$ cat src/rtl/lsu_pkg.sv
// Shared encodings for the load/store unit: access sizes, FSM states and alignment helper.
package lsu_pkg;

  localparam logic [1:0] SZ_BYTE = 2'b00;
  localparam logic [1:0] SZ_HALF = 2'b01;
  localparam logic [1:0] SZ_WORD = 2'b10;

  typedef enum logic {
    IDLE   = 1'b0,
    RMW_WR = 1'b1
  } lsu_state_t;

  // Illegal size or an address not aligned to the access size.
  function automatic logic bad_size_or_align(input logic [1:0] size, input logic [1:0] lo);
    case (size)
      SZ_BYTE: bad_size_or_align = 1'b0;
      SZ_HALF: bad_size_or_align = lo[0];
      SZ_WORD: bad_size_or_align = (lo != 2'b00);
      default: bad_size_or_align = 1'b1;
    endcase
  endfunction

endpackage

$ cat src/rtl/lsu_lane_align.sv
// Little-endian lane steering: load extract/extend and sub-word store merge.
module lsu_lane_align
  import lsu_pkg::*;
(
  input  logic [31:0] rd_word,
  input  logic [1:0]  lane,
  input  logic [1:0]  size,
  input  logic        is_unsigned,
  input  logic [31:0] wdata,
  output logic [31:0] load_c,
  output logic [31:0] merge_c
);

  logic [7:0]  byte_sel;
  logic [15:0] half_sel;

  always_comb begin
    byte_sel = rd_word[{lane, 3'b000} +: 8];
    half_sel = rd_word[{lane[1], 4'b0000} +: 16];
    load_c   = '0;
    merge_c  = rd_word;
    case (size)
      SZ_BYTE: begin
        load_c = {{24{~is_unsigned & byte_sel[7]}}, byte_sel};
        merge_c[{lane, 3'b000} +: 8] = wdata[7:0];
      end
      SZ_HALF: begin
        load_c = {{16{~is_unsigned & half_sel[15]}}, half_sel};
        merge_c[{lane[1], 4'b0000} +: 16] = wdata[15:0];
      end
      SZ_WORD: begin
        load_c  = rd_word;
        merge_c = wdata;
      end
      default: begin
        load_c  = '0;
        merge_c = rd_word;
      end
    endcase
  end

endmodule

$ cat src/rtl/load_store_unit.sv
// Load/store unit between the single-cycle datapath and word-addressed data memory.
// Sub-word stores run as a two-cycle read-modify-write with a one-cycle stall.
module load_store_unit
  import lsu_pkg::*;
#(
  parameter int unsigned MEM_AW      = 8,
  parameter bit          CHECK_RANGE = 1'b1
) (
  input  logic        clk,
  input  logic        rst_n,
  input  logic        req_read,
  input  logic        req_write,
  input  logic [1:0]  req_size,
  input  logic        req_unsigned,
  input  logic [31:0] req_addr,
  input  logic [31:0] req_wdata,
  output logic [31:0] rdata,
  output logic        stall,
  output logic        fault,
  output logic        mem_read,
  output logic        mem_write,
  output logic [31:0] mem_addr,
  output logic [31:0] mem_wdata,
  input  logic [31:0] mem_rdata
);

  localparam int unsigned HI_LSB = MEM_AW + 2;

  lsu_state_t  state_q, state_d;
  logic [31:0] buf_q;
  logic [31:0] addr_q;
  logic        capture_c;
  logic [31:0] word_addr_c;
  logic        range_err_c;
  logic        fault_c;
  logic [31:0] load_c;
  logic [31:0] merge_c;

  assign word_addr_c = {req_addr[31:2], 2'b00};
  assign range_err_c = CHECK_RANGE && ((req_addr >> HI_LSB) != 32'd0);
  assign fault_c     = (req_read & req_write) | range_err_c
                     | bad_size_or_align(req_size, req_addr[1:0]);

  lsu_lane_align u_align (
    .rd_word     (mem_rdata),
    .lane        (req_addr[1:0]),
    .size        (req_size),
    .is_unsigned (req_unsigned),
    .wdata       (req_wdata),
    .load_c      (load_c),
    .merge_c     (merge_c)
  );

  // Next state and memory-side outputs; everything is forced low while in reset.
  always_comb begin
    state_d   = state_q;
    capture_c = 1'b0;
    rdata     = '0;
    stall     = 1'b0;
    fault     = 1'b0;
    mem_read  = 1'b0;
    mem_write = 1'b0;
    mem_addr  = '0;
    mem_wdata = '0;
    if (rst_n) begin
      case (state_q)
        IDLE: begin
          if (req_read | req_write) begin
            if (fault_c) begin
              fault = 1'b1;
            end else if (req_read) begin
              mem_read = 1'b1;
              mem_addr = word_addr_c;
              rdata    = load_c;
            end else if (req_size == SZ_WORD) begin
              mem_write = 1'b1;
              mem_addr  = word_addr_c;
              mem_wdata = req_wdata;
            end else begin
              mem_read  = 1'b1;
              mem_addr  = word_addr_c;
              stall     = 1'b1;
              capture_c = 1'b1;
              state_d   = RMW_WR;
            end
          end
        end
        RMW_WR: begin
          mem_write = 1'b1;
          mem_addr  = addr_q;
          mem_wdata = buf_q;
          state_d   = IDLE;
        end
        default: state_d = IDLE;
      endcase
    end
  end

  // State, merge buffer and latched word address.
  always_ff @(posedge clk or negedge rst_n) begin
    if (!rst_n) begin
      state_q <= IDLE;
      buf_q   <= '0;
      addr_q  <= '0;
    end else begin
      state_q <= state_d;
      if (capture_c) begin
        buf_q  <= merge_c;
        addr_q <= word_addr_c;
      end
    end
  end

endmodule

$ cat config.mk
export PLATFORM = sky130hd
export DESIGN_NAME = load_store_unit
export DESIGN_NICKNAME = d
export VERILOG_FILES = /design/src/rtl/lsu_pkg.sv /design/src/rtl/lsu_lane_align.sv /design/src/rtl/load_store_unit.sv
export SDC_FILE = /design/constraint.sdc
export NUM_CORES = 1
export LEC_CHECK = 0
export BUFFER_PORTS_ARGS = -buffer_cell sky130_fd_sc_hd__buf_2
export CORE_MARGIN = 4
export CORE_UTILIZATION = 53
export CTS_CLUSTER_DIAMETER = 40
export DETAILED_ROUTE_END_ITERATION = 10
export PLACE_DENSITY = 0.87
export SLEW_MARGIN = 20
export SYNTH_ARGS = -nofsm -noshare
export SYNTH_HDL_FRONTEND = slang
export SYNTH_SLANG_ARGS = --single-unit
$ cat constraint.sdc
create_clock -name clk -period 10.04 [get_ports clk]
set_input_delay 2.008 -clock clk [delete_from_list [all_inputs] [get_ports clk]]
set_output_delay 2.008 -clock clk [all_outputs]
set_load 0.01 [all_outputs]
Yosys cells after proc, flatten, opt, wreduce, memory -nomap -nowiden
Cells that the tools add are included.
{"block": "totals", "input_bits": 103, "word_cells": 66, "regBits": 63}
{"block": "classes", "n_mux": 42, "add_sub_neg": 2, "shifts": 6, "bitwise": 8, "n_eq_ne": 2, "reduce_logical": 3}
{"cell": "32-bit 2-to-1 mux", "n": 13}
{"cell": "32-bit one-hot mux with 3 select lines", "n": 2}
{"cell": "32-bit one-hot mux with 2 select lines", "n": 2}
{"cell": "32-bit bitwise mux", "n": 2}
{"cell": "32-bit nonzero test", "n": 1}
{"cell": "16-bit by 7-bit variable shift with 32-bit output, first input constant", "n": 1}
{"cell": "8-bit by 7-bit variable shift with 32-bit output, first input constant", "n": 1}
{"cell": "16-bit by 7-bit variable part select with 32-bit output", "n": 1}
{"cell": "32-bit by 6-bit variable part select with 16-bit output", "n": 1}
{"cell": "32-bit by 6-bit variable part select with 8-bit output", "n": 1}
{"cell": "8-bit by 7-bit variable part select with 32-bit output", "n": 1}
{"cell": "1-bit 2-to-1 mux", "n": 20}
{"cell": "5-bit negator with 7-bit output", "n": 2}
{"cell": "1-bit one-hot mux with 2 select lines", "n": 2}
{"cell": "1-bit bitwise AND", "n": 3}
{"cell": "1-bit OR", "n": 3}
{"cell": "1-bit one-hot mux with 3 select lines", "n": 1}
{"cell": "2-bit by 1-bit equality test with 1-bit output, second input constant", "n": 1}
{"cell": "2-bit equality test, second input constant", "n": 1}
{"cell": "2-bit zero test", "n": 1}
{"cell": "1-bit inverter", "n": 2}
{"cell": "2-bit nonzero test", "n": 1}

Depth between registers and ports, before layout
Gate-level depths: netlist of run 1.
{"block": "logic_depth", "depth_word": 8, "depth_mapped": 10, "mapped_depth_nobuf": 6}

Modules after synthesis
From an unflattened synthesis of run 1, not the netlist that was laid out.
{"block": "unflattened", "cells_unflattened": 605, "area_unflattened_um2": 5711.7}
{"module": "load_store_unit", "area_per_inst_um2": 3475.8, "cells_per_inst": 305, "n_inst": 1}
{"module": "lsu_lane_align", "area_per_inst_um2": 2235.9, "cells_per_inst": 300, "n_inst": 1}

Least setup slack after synthesis of run 1
No wires, ideal clock.
{"block": "synth_path", "path_kind": "input-to-output", "start": "input port req_addr[1]", "end": "output port mem_wdata[22]", "n_path_buf": 4, "cell_stages": 10, "arrival_ps": 4307, "setup_slack_ps": 3725, "cell_sequence": "clkbuf_1 inv_1 clkbuf_1 ha_1 nor2b_1 o22a_1 or4_1 clkbuf_1 buf_2 a21oi_1"}
{"block": "synth_via", "elab_chain_len": 7}
{"item": "start, declared", "line_no": "load_store_unit.sv:15", "rtl": "input logic [31:0] req_addr,"}
{"item": "2-bit nonzero test", "line_no": "lsu_pkg.sv:18", "rtl": "SZ_WORD: bad_size_or_align = (lo != 2'b00);"}
{"item": "1-bit one-hot mux with 3 select lines", "line_no": "lsu_pkg.sv:15", "rtl": "case (size)"}
{"item": "1-bit OR", "line_no": "load_store_unit.sv:42", "rtl": "| bad_size_or_align(req_size, req_addr[1:0]);"}
{"item": "32-bit 2-to-1 mux", "line_no": "load_store_unit.sv:69", "rtl": "if (fault_c) begin"}
{"item": "32-bit 2-to-1 mux", "line_no": "load_store_unit.sv:68", "rtl": "if (req_read | req_write) begin"}
{"item": "32-bit one-hot mux with 2 select lines", "line_no": "load_store_unit.sv:66", "rtl": "case (state_q)"}
{"item": "32-bit 2-to-1 mux", "line_no": "load_store_unit.sv:65", "rtl": "if (rst_n) begin"}
{"item": "end, declared", "line_no": "load_store_unit.sv:23", "rtl": "output logic [31:0] mem_wdata,"}
No other way between the ends.

Worst setup path in the final report of run 1
{"block": "layout_path", "start": "input port req_addr[1]", "end": "output port mem_wdata[19]"}
Same word-level chain as after synthesis.

==> results of run 1 <==
registers in the layout (all words and copies together) (netlist names):
| signal | count |
|---|---|
| state_q | 1 |
| addr_q | 30 |
| buf_q | 32 |
power groups by stage:
stage / combinational (W) / sequential (W) / clock, W
finish: 0.000128 / 0.000254 / 0.000206
global route: 0.000137 / 0.000253 / 0.000221
CTS: 0.000125 / 0.000254 / 0.000209
detailed placement: 0.000125 / 0.000259 / 0
global placement: 0.000122 / 0.000259 / 0
floorplan: 0.0000676 / 0.000259 / 0
worst max-delay path: cells and delay by family:
family	cells	cell delay, ns
AO/OA/AOI/OAI	2	0.53
adder cells (fa/ha/maj)	1	0.36
buffers and inverters	3	0.92
AND/OR/NAND/NOR	2	1.16
worst min path at each step:
stage	start	end	slack [ns]
floorplan	addr_q[10]	addr_q[10]	0.46
global placement	addr_q[7]	addr_q[7]	0.47
detailed placement	addr_q[5]	addr_q[5]	0.47
CTS	addr_q[5]	addr_q[5]	0.49
global route	addr_q[5]	addr_q[5]	0.52
finish	addr_q[7]	addr_q[7]	0.49
Yosys cell counts, drive strengths merged, types with 2 or more instances:
library cell / n
a211o: 2
a211oi: 13
a21oi: 63
a221o: 6
a221oi: 23
a22o: 16
a22oi: 4
a32o: 9
a32oi: 7
and2: 4
and3: 22
buf: 23
clkbuf: 32
dfrtp: 63
ha: 5
inv: 6
mux2: 52
mux2i: 41
nand2: 12
nand2b: 2
nand3: 10
nand4: 2
nor2: 3
nor2b: 38
nor3: 24
nor4: 8
nor4bb: 3
o21ai: 5
o221ai: 4
o22ai: 15
or2: 2
or3b: 3
or4: 2
layer usage:
layer,GRT usage [%],up-vias
met5,0,-
met4,10.6,0
met3,6.18,40
met2,50.7,286
met1,40.4,2600
li1,-,2422
through the flow:
| step | hold slack [ns] | total power, W |
|---|---|---|
| 6_report | 0.491 | 0.000588 |
| 5_1_grt | 0.515 | 0.000612 |
| 4_1_cts | 0.493 | 0.000587 |
| 3_5_place_dp | 0.475 | 0.000383 |
| 3_3_place_gp | 0.468 | 0.000381 |
| 2_1_floorplan | 0.457 | 0.000326 |
area by class of cell:
type	count	share of cell area [%]
multi-input combinational	413	51.4
clock buffer	10	2.23
inverter	6	0.365
sequential	63	25.6
tap	129	2.62
timing repair buffer	207	17.1
clock inverter	6	0.710
cells by family (layout without fill, tap and decap cells):
family                   count (synthesis)  in the layout  synth area share (%)
flip-flops                              63             63                  31.5
other                                    1              2                0.0749
adder cells (fa/ha/maj)                  5              5                  1.25
AND/OR/NAND/NOR                        139            139                  16.8
multiplexers                            94             94                  20.3
AO/OA/AOI/OAI                          173            173                  24.4
buffers and inverters                   61            229                  5.64
==> flow_summary.toml, run 1 <==
[sta]
fmax_mhz = 143
fin_crit_ns = 7.01
maxSlewViolCount = 0
setup_ws_ns = 3.03
period_share_pct = 69.8
rsz0062_at_grt = "no"
relSlewSlack_pct = 25.6
tightest_slew_ns = 1.10
fin_tns_setup_ns = 0
setup_viol = 0
fin_skew_ns = 0.00729
hold_violations = 0

[worst_setup_path]
required_ns = 8.03
path_class = "input port to output port"
arrival_ns = 5.00
rrSetupSlack_ns = 7.70
crit_fanout = 33
crit_path_end = "mem_wdata[19]"
path_common_cell = "buf_2"
reg2reg_depth = 5
cp-end-kind = "output port"
timing.rr.end = "buf_q[20]"
startpoint = "req_addr[1]"
reg2reg_from = "state_q"
cp-start-kind = "input port"
worstPathCellList = "buf_2, inv_1, ha_1, nor2b_1, o22a_1, or4_2, a21oi_1, buf_2"
slowest_delay_ns = 1.07
crit_slowest_cell = "or4_2"

[clock_network]
ctsHtreeMaxLevel = 3
numCtsBuffers = 9
clock_path_buffers = 2
cts_root_buf = "clkbuf_8"
cts_resized = 0
cts.hold.buffers_added = 0
cts.sinks = 63
clk_pin_slew_ns = 0.07
cts_tree = "yes"
clk_latency_ns = 0.33
cts_setup_buffers = 0

[drt]
wl_met2_mm = 8.47
m1WireLength_mm = 7.17
routed_wl_mm = 17.7
drtIter0Drc = 437
top_layer = "met4"
dr.pass1.iters = 6
viasPerCell = 6.41
vias = 5348
ant_nets = 0
wl_per_cell_um = 21.2
drc = 0
dr_wl_met3_mm = 1.57

[layout]
design_area_um2 = 6170
seq_area_um2 = 1580
area_delta_synth_final_pct = 23.1
multiInputGateArea_um2 = 3170
fill_cells = 784
antenna_cells = 0
nets = 808
layout_common_cells = "buf_2, a21oi_1, dfrtp_1"
drive_gt1_share_pct = 39.4
final_cells = 834
post-route-util_pct = 66.7
mostFrequentLayoutCell = "buf_2"

[grt]
grt_use_total_pct = 30.8
grt_pass1_vias = 5210
grt_overflow = 0
grt_pass1_wl_mm = 27.6
grt_max_degree = 85
antenna_found_initial = 0

[placed_design]
placed_area_um2 = 5970
dp.cells = 818
hpwl_mm = 13.0
port_buffers = 200
place_congestion = 0.902
dp_slack_ns = 3.06

[synth]
ys_top_cells_by_area = "dfrtp_1, mux2_2, mux2i_1, a21oi_1, nor2b_1"
yosysTopAreaCellShare_pct = 31.5
synth_seq_cells = 63
synth-async-reset-ratio_pct = 100
yosysUniqueCellTypes = 51
yosys_warnings = 0
ys_seq_area_share_pct = 31.5
synth-edff-count = 0
netlist_instances = 536
yosys.area.top_type = "dfrtp_1"
syn_area_per_cell_um2 = 9.35
synth_ff_type = "dfrtp_1"
synth_area_um2 = 5010

[floorplan]
initial_utilization_pct = 54.2
die_area_um2 = 11100
row_count = 35
fp.dieH_um = 105
coreArea_um2 = 9240
io_pins = 203
dieWidth_um = 105

[pwr]
seqPwrFrac_pct = 43.1
switchingPower_w = 0.000188
p_per_area_nw_per_um2 = 95.4
leakagePower_nw = 3.09
pwr-share-comb_pct = 21.8
p_clk_share_pct = 35.1
p_sw_share_pct = 31.9
ir_drop_mv = 0.0789
p_int_w = 0.000400

[outcome]
status = "complete, no violations"

[min_path]
whs_path_depth = 1
worst_hold_path_type = "register to register"

[flow_run]
cap_viol_max_count = 0
No activity file was read; power rests on OpenSTA's default activity.
==> run 2, diff against run 1 <==
CORE_UTILIZATION = 45   (was 53)
PLACE_DENSITY = 0.78   (was 0.87)
clock period = 6.1 ns   (was 10.04 ns; I/O delays follow)
==> run 2 against run 1 <==
  * Worst hold slack improved by 0.0075 ns
  * Register-to-register slack got worse by 4.3 ns
  * Cell count rose by 1.6%
  * Sequential cell count did not move
  * Count of clock-buffer cells in the layout did not move
  * Clock skew rose by 0.00064 ns
  * Critical path type unchanged
  * Largest cell class unchanged
==> flow_summary.toml, run 2 (synthesized netlist as in run 1, its figures left out) <==
[outcome]
status = "complete, no violations"

[clock_network]
ctsHtreeMaxLevel = 3
cts_root_buf = "clkbuf_8"
clk_latency_ns = 0.34
cts.sinks = 63
clk_pin_slew_ns = 0.07
cts_resized = 0
clock_path_buffers = 2
cts_setup_buffers = 0
numCtsBuffers = 9
cts_tree = "yes"
cts.hold.buffers_added = 0

[sta]
period_share_pct = 85.7
fmax_mhz = 191
fin_tns_setup_ns = 0
setup_viol = 0
tightest_slew_ns = 1.03
hold_violations = 0
fin_skew_ns = 0.00793
fin_crit_ns = 5.23
relSlewSlack_pct = 30.9
rsz0062_at_grt = "no"
maxSlewViolCount = 0
setup_ws_ns = 0.870

[layout]
design_area_um2 = 6220
nets = 810
largest_reg_flops = 32
layout_common_cells = "buf_2, a21oi_1, dfrtp_1"
drive_gt1_share_pct = 39.3
fill_cells = 991
area_delta_synth_final_pct = 24.2
regMostFlops = "buf_q"
largest_registers = "buf_q x32, addr_q x30, state_q x1"
antenna_cells = 0
mostFrequentLayoutCell = "buf_2"

[drt]
routed_wl_mm = 17.8
vias = 5328
viasPerCell = 6.29
ant_nets = 0
wl_met2_mm = 8.41
m1WireLength_mm = 7.34
dr_wl_met3_mm = 1.62
drtIter0Drc = 481
wl_per_cell_um = 21.0
top_layer = "met4"
dr.pass1.iters = 5
drc = 0

[worst_setup_path]
worst_path_dominant_cell_family = "buffers and inverters"
crit_slowest_cell = "or4_1"
crit_fanout = 20
slowest_delay_ns = 0.83
reg2reg_from = "state_q"
worst-path-buf-inv = 4
cp-end-kind = "output port"
rrSetupSlack_ns = 3.41
cp-start-kind = "input port"
reg2reg_depth = 5
worstPathCellList = "buf_2, inv_1, ha_1, nor2b_1, o22a_1, or4_1, buf_4, a21oi_1, buf_2"
path_common_cell = "buf_2"
path_class = "input port to output port"
required_ns = 4.88
arrival_ns = 4.01
timing.rr.end = "buf_q[19]"

[min_path]
whs_path_depth = 1
worst_hold_path_type = "register to register"
worstHoldEndpoint = "addr_q[16]"
hp-start = "addr_q[16]"

[floorplan]
fp.dieH_um = 114
io_pins = 203
dieWidth_um = 114
initial_utilization_pct = 46.0
coreArea_um2 = 10900
die_area_um2 = 12900
row_count = 38

[grt]
grt_overflow = 0
grt_pass1_wl_mm = 27.3
grt_use_total_pct = 26.6
grt_max_degree = 84
antenna_found_initial = 0
grt_pass1_vias = 5081

[placed_design]
place_congestion = 0.952
hpwl_mm = 13.2
dp_slack_ns = 0.918
placed_area_um2 = 6010
port_buffers = 200

[pwr]
ir_drop_mv = 0.107
power_w = 0.00103
leakagePower_nw = 3.12
p_per_area_nw_per_um2 = 165

[flow_run]
cap_viol_max_count = 0
[run 2: cell types whose count changed in the layout (fill, tap and decap cells not counted)]
cell / delta
clkinv_4: -1
clkbuf_8: -1
clkinvlp_4: -1
clkbuf_1: +1
bufinv_16: +2
clkinv_2: +1
or4_2: -1
buf_4: +2
or4_1: +1
inv_6: -1
[run 2: routing by layer]
layer | vias up | global-route usage, %
met5 | - | 0
met4 | 0 | 9.29
met3 | 24 | 5.15
met2 | 287 | 42.4
met1 | 2591 | 36.3
li1 | 2426 | -
[run 2: power by group]
group	switching, W	total, W	internal, W	leakage (nW)
registers	0.0000000000687	0.000417	0.000417	0.879
clock network	0.000172	0.000401	0.000230	0.110
logic	0.000130	0.000211	0.0000815	2.13
total	0.000301	0.00103	0.000729	3.12
[run 2: area by class of cell]
type	count	area, um2	area share [%]
repair buffers	209	1070	17.2
clock buffers	10	128	2.05
multi-input cells	413	3170	50.9
inverters	6	22.5	0.362
well taps	140	175	2.81
flip-flops and latches	63	1580	25.4
clock inverters	6	83.8	1.35
[run 2: worst max path at each step]
stage	start	end	slack, ns	depth (start not counted)
6_report	req_addr[1]	mem_wdata[18]	0.87	9
2_1_floorplan	req_addr[1]	mem_wdata[22]	1.36	10
5_1_grt	req_addr[1]	mem_wdata[22]	0.75	9
3_3_place_gp	req_addr[1]	mem_wdata[1]	1.08	9
4_1_cts	req_addr[1]	mem_wdata[18]	0.90	9
3_5_place_dp	req_addr[1]	mem_wdata[18]	0.92	9
[run 2: per-stage QoR]
stage,util (%),hold slack [ns],cells
final,57.2,0.499,847
after global routing,57.2,0.516,847
after CTS,57.1,0.501,847
after detailed placement,55.2,0.478,831
after global placement,55.1,0.467,831
after floorplan,-,0.457,537
==> run 3, diff against run 2 <==
PLACE_DENSITY = 0.89   (was 0.78)
==> run 3 against run 2 <==
  * Cell count is the same
  * Setup slack gained 0.096 ns
  * Worst hold slack lost 0.0067 ns
  * Fmax grew 1.9%
  * Highest routed layer unchanged
==> flow_summary.toml, run 3 (synthesized netlist as in run 1, its figures left out) <==
[sta]
fmax_mhz = 195
fin_skew_ns = 0.00446
maxSlewViolCount = 0
rsz0062_at_grt = "no"
tightest_slew_ns = 1.01
relSlewSlack_pct = 32.7
period_share_pct = 84.2
fin_crit_ns = 5.13
hold_violations = 0
fin_tns_setup_ns = 0
setup_viol = 0

[grt]
grt_pass1_vias = 5010
antenna_found_initial = 0
grt_use_total_pct = 25.9
grt_pass1_wl_mm = 26.6
grt_max_degree = 82
grt_overflow = 0

[clock_network]
clock_path_buffers = 2
cts.hold.buffers_added = 0
numCtsBuffers = 9
cts_tree = "yes"
cts_root_buf = "clkbuf_8"
cts_setup_buffers = 0
clk_pin_slew_ns = 0.07
cts.sinks = 63
ctsHtreeMaxLevel = 3
cts_resized = 0
clk_latency_ns = 0.35

[placed_design]
placed_area_um2 = 6000
port_buffers = 200
place_congestion = 0.966
hpwl_mm = 12.6

[drt]
ant_nets = 0
viasPerCell = 6.27
wl_per_cell_um = 20.2
drtIter0Drc = 516
vias = 5308
routed_wl_mm = 17.1
drc = 0
dr.pass1.iters = 5

[floorplan]
row_count = 38
coreArea_um2 = 10900
initial_utilization_pct = 46.0
die_area_um2 = 12900
dieWidth_um = 114
io_pins = 203
fp.dieH_um = 114

[layout]
antenna_cells = 0
largest_reg_flops = 32
nets = 810
regMostFlops = "buf_q"
layout_common_cells = "buf_2, a21oi_1, dfrtp_1"
drive_gt1_share_pct = 39.5
largest_registers = "buf_q x32, addr_q x30, state_q x1"
area_delta_synth_final_pct = 24.1
design_area_um2 = 6220
fill_cells = 996
mostFrequentLayoutCell = "buf_2"
post-route-util_pct = 57.1

[worst_setup_path]
worstPathCellList = "buf_2, inv_1, ha_1, nor2b_1, o22a_1, or4_1, buf_4, a21oi_1, buf_2"
path_common_cell = "buf_2"
cp-end-kind = "output port"
required_ns = 4.88
crit_fanout = 29
path_class = "input port to output port"
worst_path_dominant_cell_family = "buffers and inverters"
cp-start-kind = "input port"
arrival_ns = 3.91
crit_slowest_cell = "or4_1"
worst-path-buf-inv = 4
slowest_delay_ns = 0.64

[pwr]
p_per_area_nw_per_um2 = 162
leakagePower_nw = 3.10
ir_drop_mv = 0.121

[outcome]
status = "complete, no violations"

[flow_run]
cap_viol_max_count = 0

[min_path]
worst_hold_path_type = "register to register"
[run 3: through the flow]
step                      total power [W]  hold WS, ns  worst slack [ns]  std cells
after floorplan                  0.000537        0.457              1.36        537
after global placement           0.000626        0.470              1.16        831
after detailed placement         0.000629        0.478              1.04        831
after CTS                         0.00101        0.495              1.03        847
after global routing              0.00105        0.509             0.794        847
final                             0.00101        0.492             0.967        847
[run 3: path summary, 6_finish.rpt]
check / cells past startpoint / to / from / slack, ns
min: 1 / addr_q[9] / addr_q[9] / 0.49
min in group asynchronous: 1 / buf_q[1] / rst_n / 0.69
min reg2reg: 1 / addr_q[9] / addr_q[9] / 0.49
max in group asynchronous: 2 / addr_q[7] / rst_n / 4.32
max reg2reg: 6 / buf_q[7] / state_q / 3.20
max: 9 / mem_wdata[7] / req_addr[1] / 0.97
[run 3: area by class of cell]
class | instances | area, um2 | share of cell area, %
well taps | 140 | 175 | 2.82
multi-input cells | 413 | 3170 | 50.9
inverters | 6 | 22.5 | 0.362
clock buffers | 10 | 138 | 2.21
flip-flops and latches | 63 | 1580 | 25.4
clock inverters | 6 | 68.8 | 1.11
repair buffers | 209 | 1070 | 17.2
[run 3: report_power, final]
part             switching (W)  total (W)  leakage [nW]  internal, W
clock                 0.000179   0.000380        0.0912     0.000201
combinational         0.000129   0.000210          2.13    0.0000815
sequential     0.0000000000635   0.000417         0.879     0.000417
total                 0.000308    0.00101          3.10     0.000700
[run 3: metal layers]
layer | global-route usage (%) | vias to the layer above | part of all wire [%]
li1 | - | 2426 | -
met1 | 35.4 | 2485 | 40
met2 | 40.2 | 339 | 45
met3 | 5.36 | 58 | 11
met4 | 10.1 | 0 | 4.1
met5 | 0 | - | 0
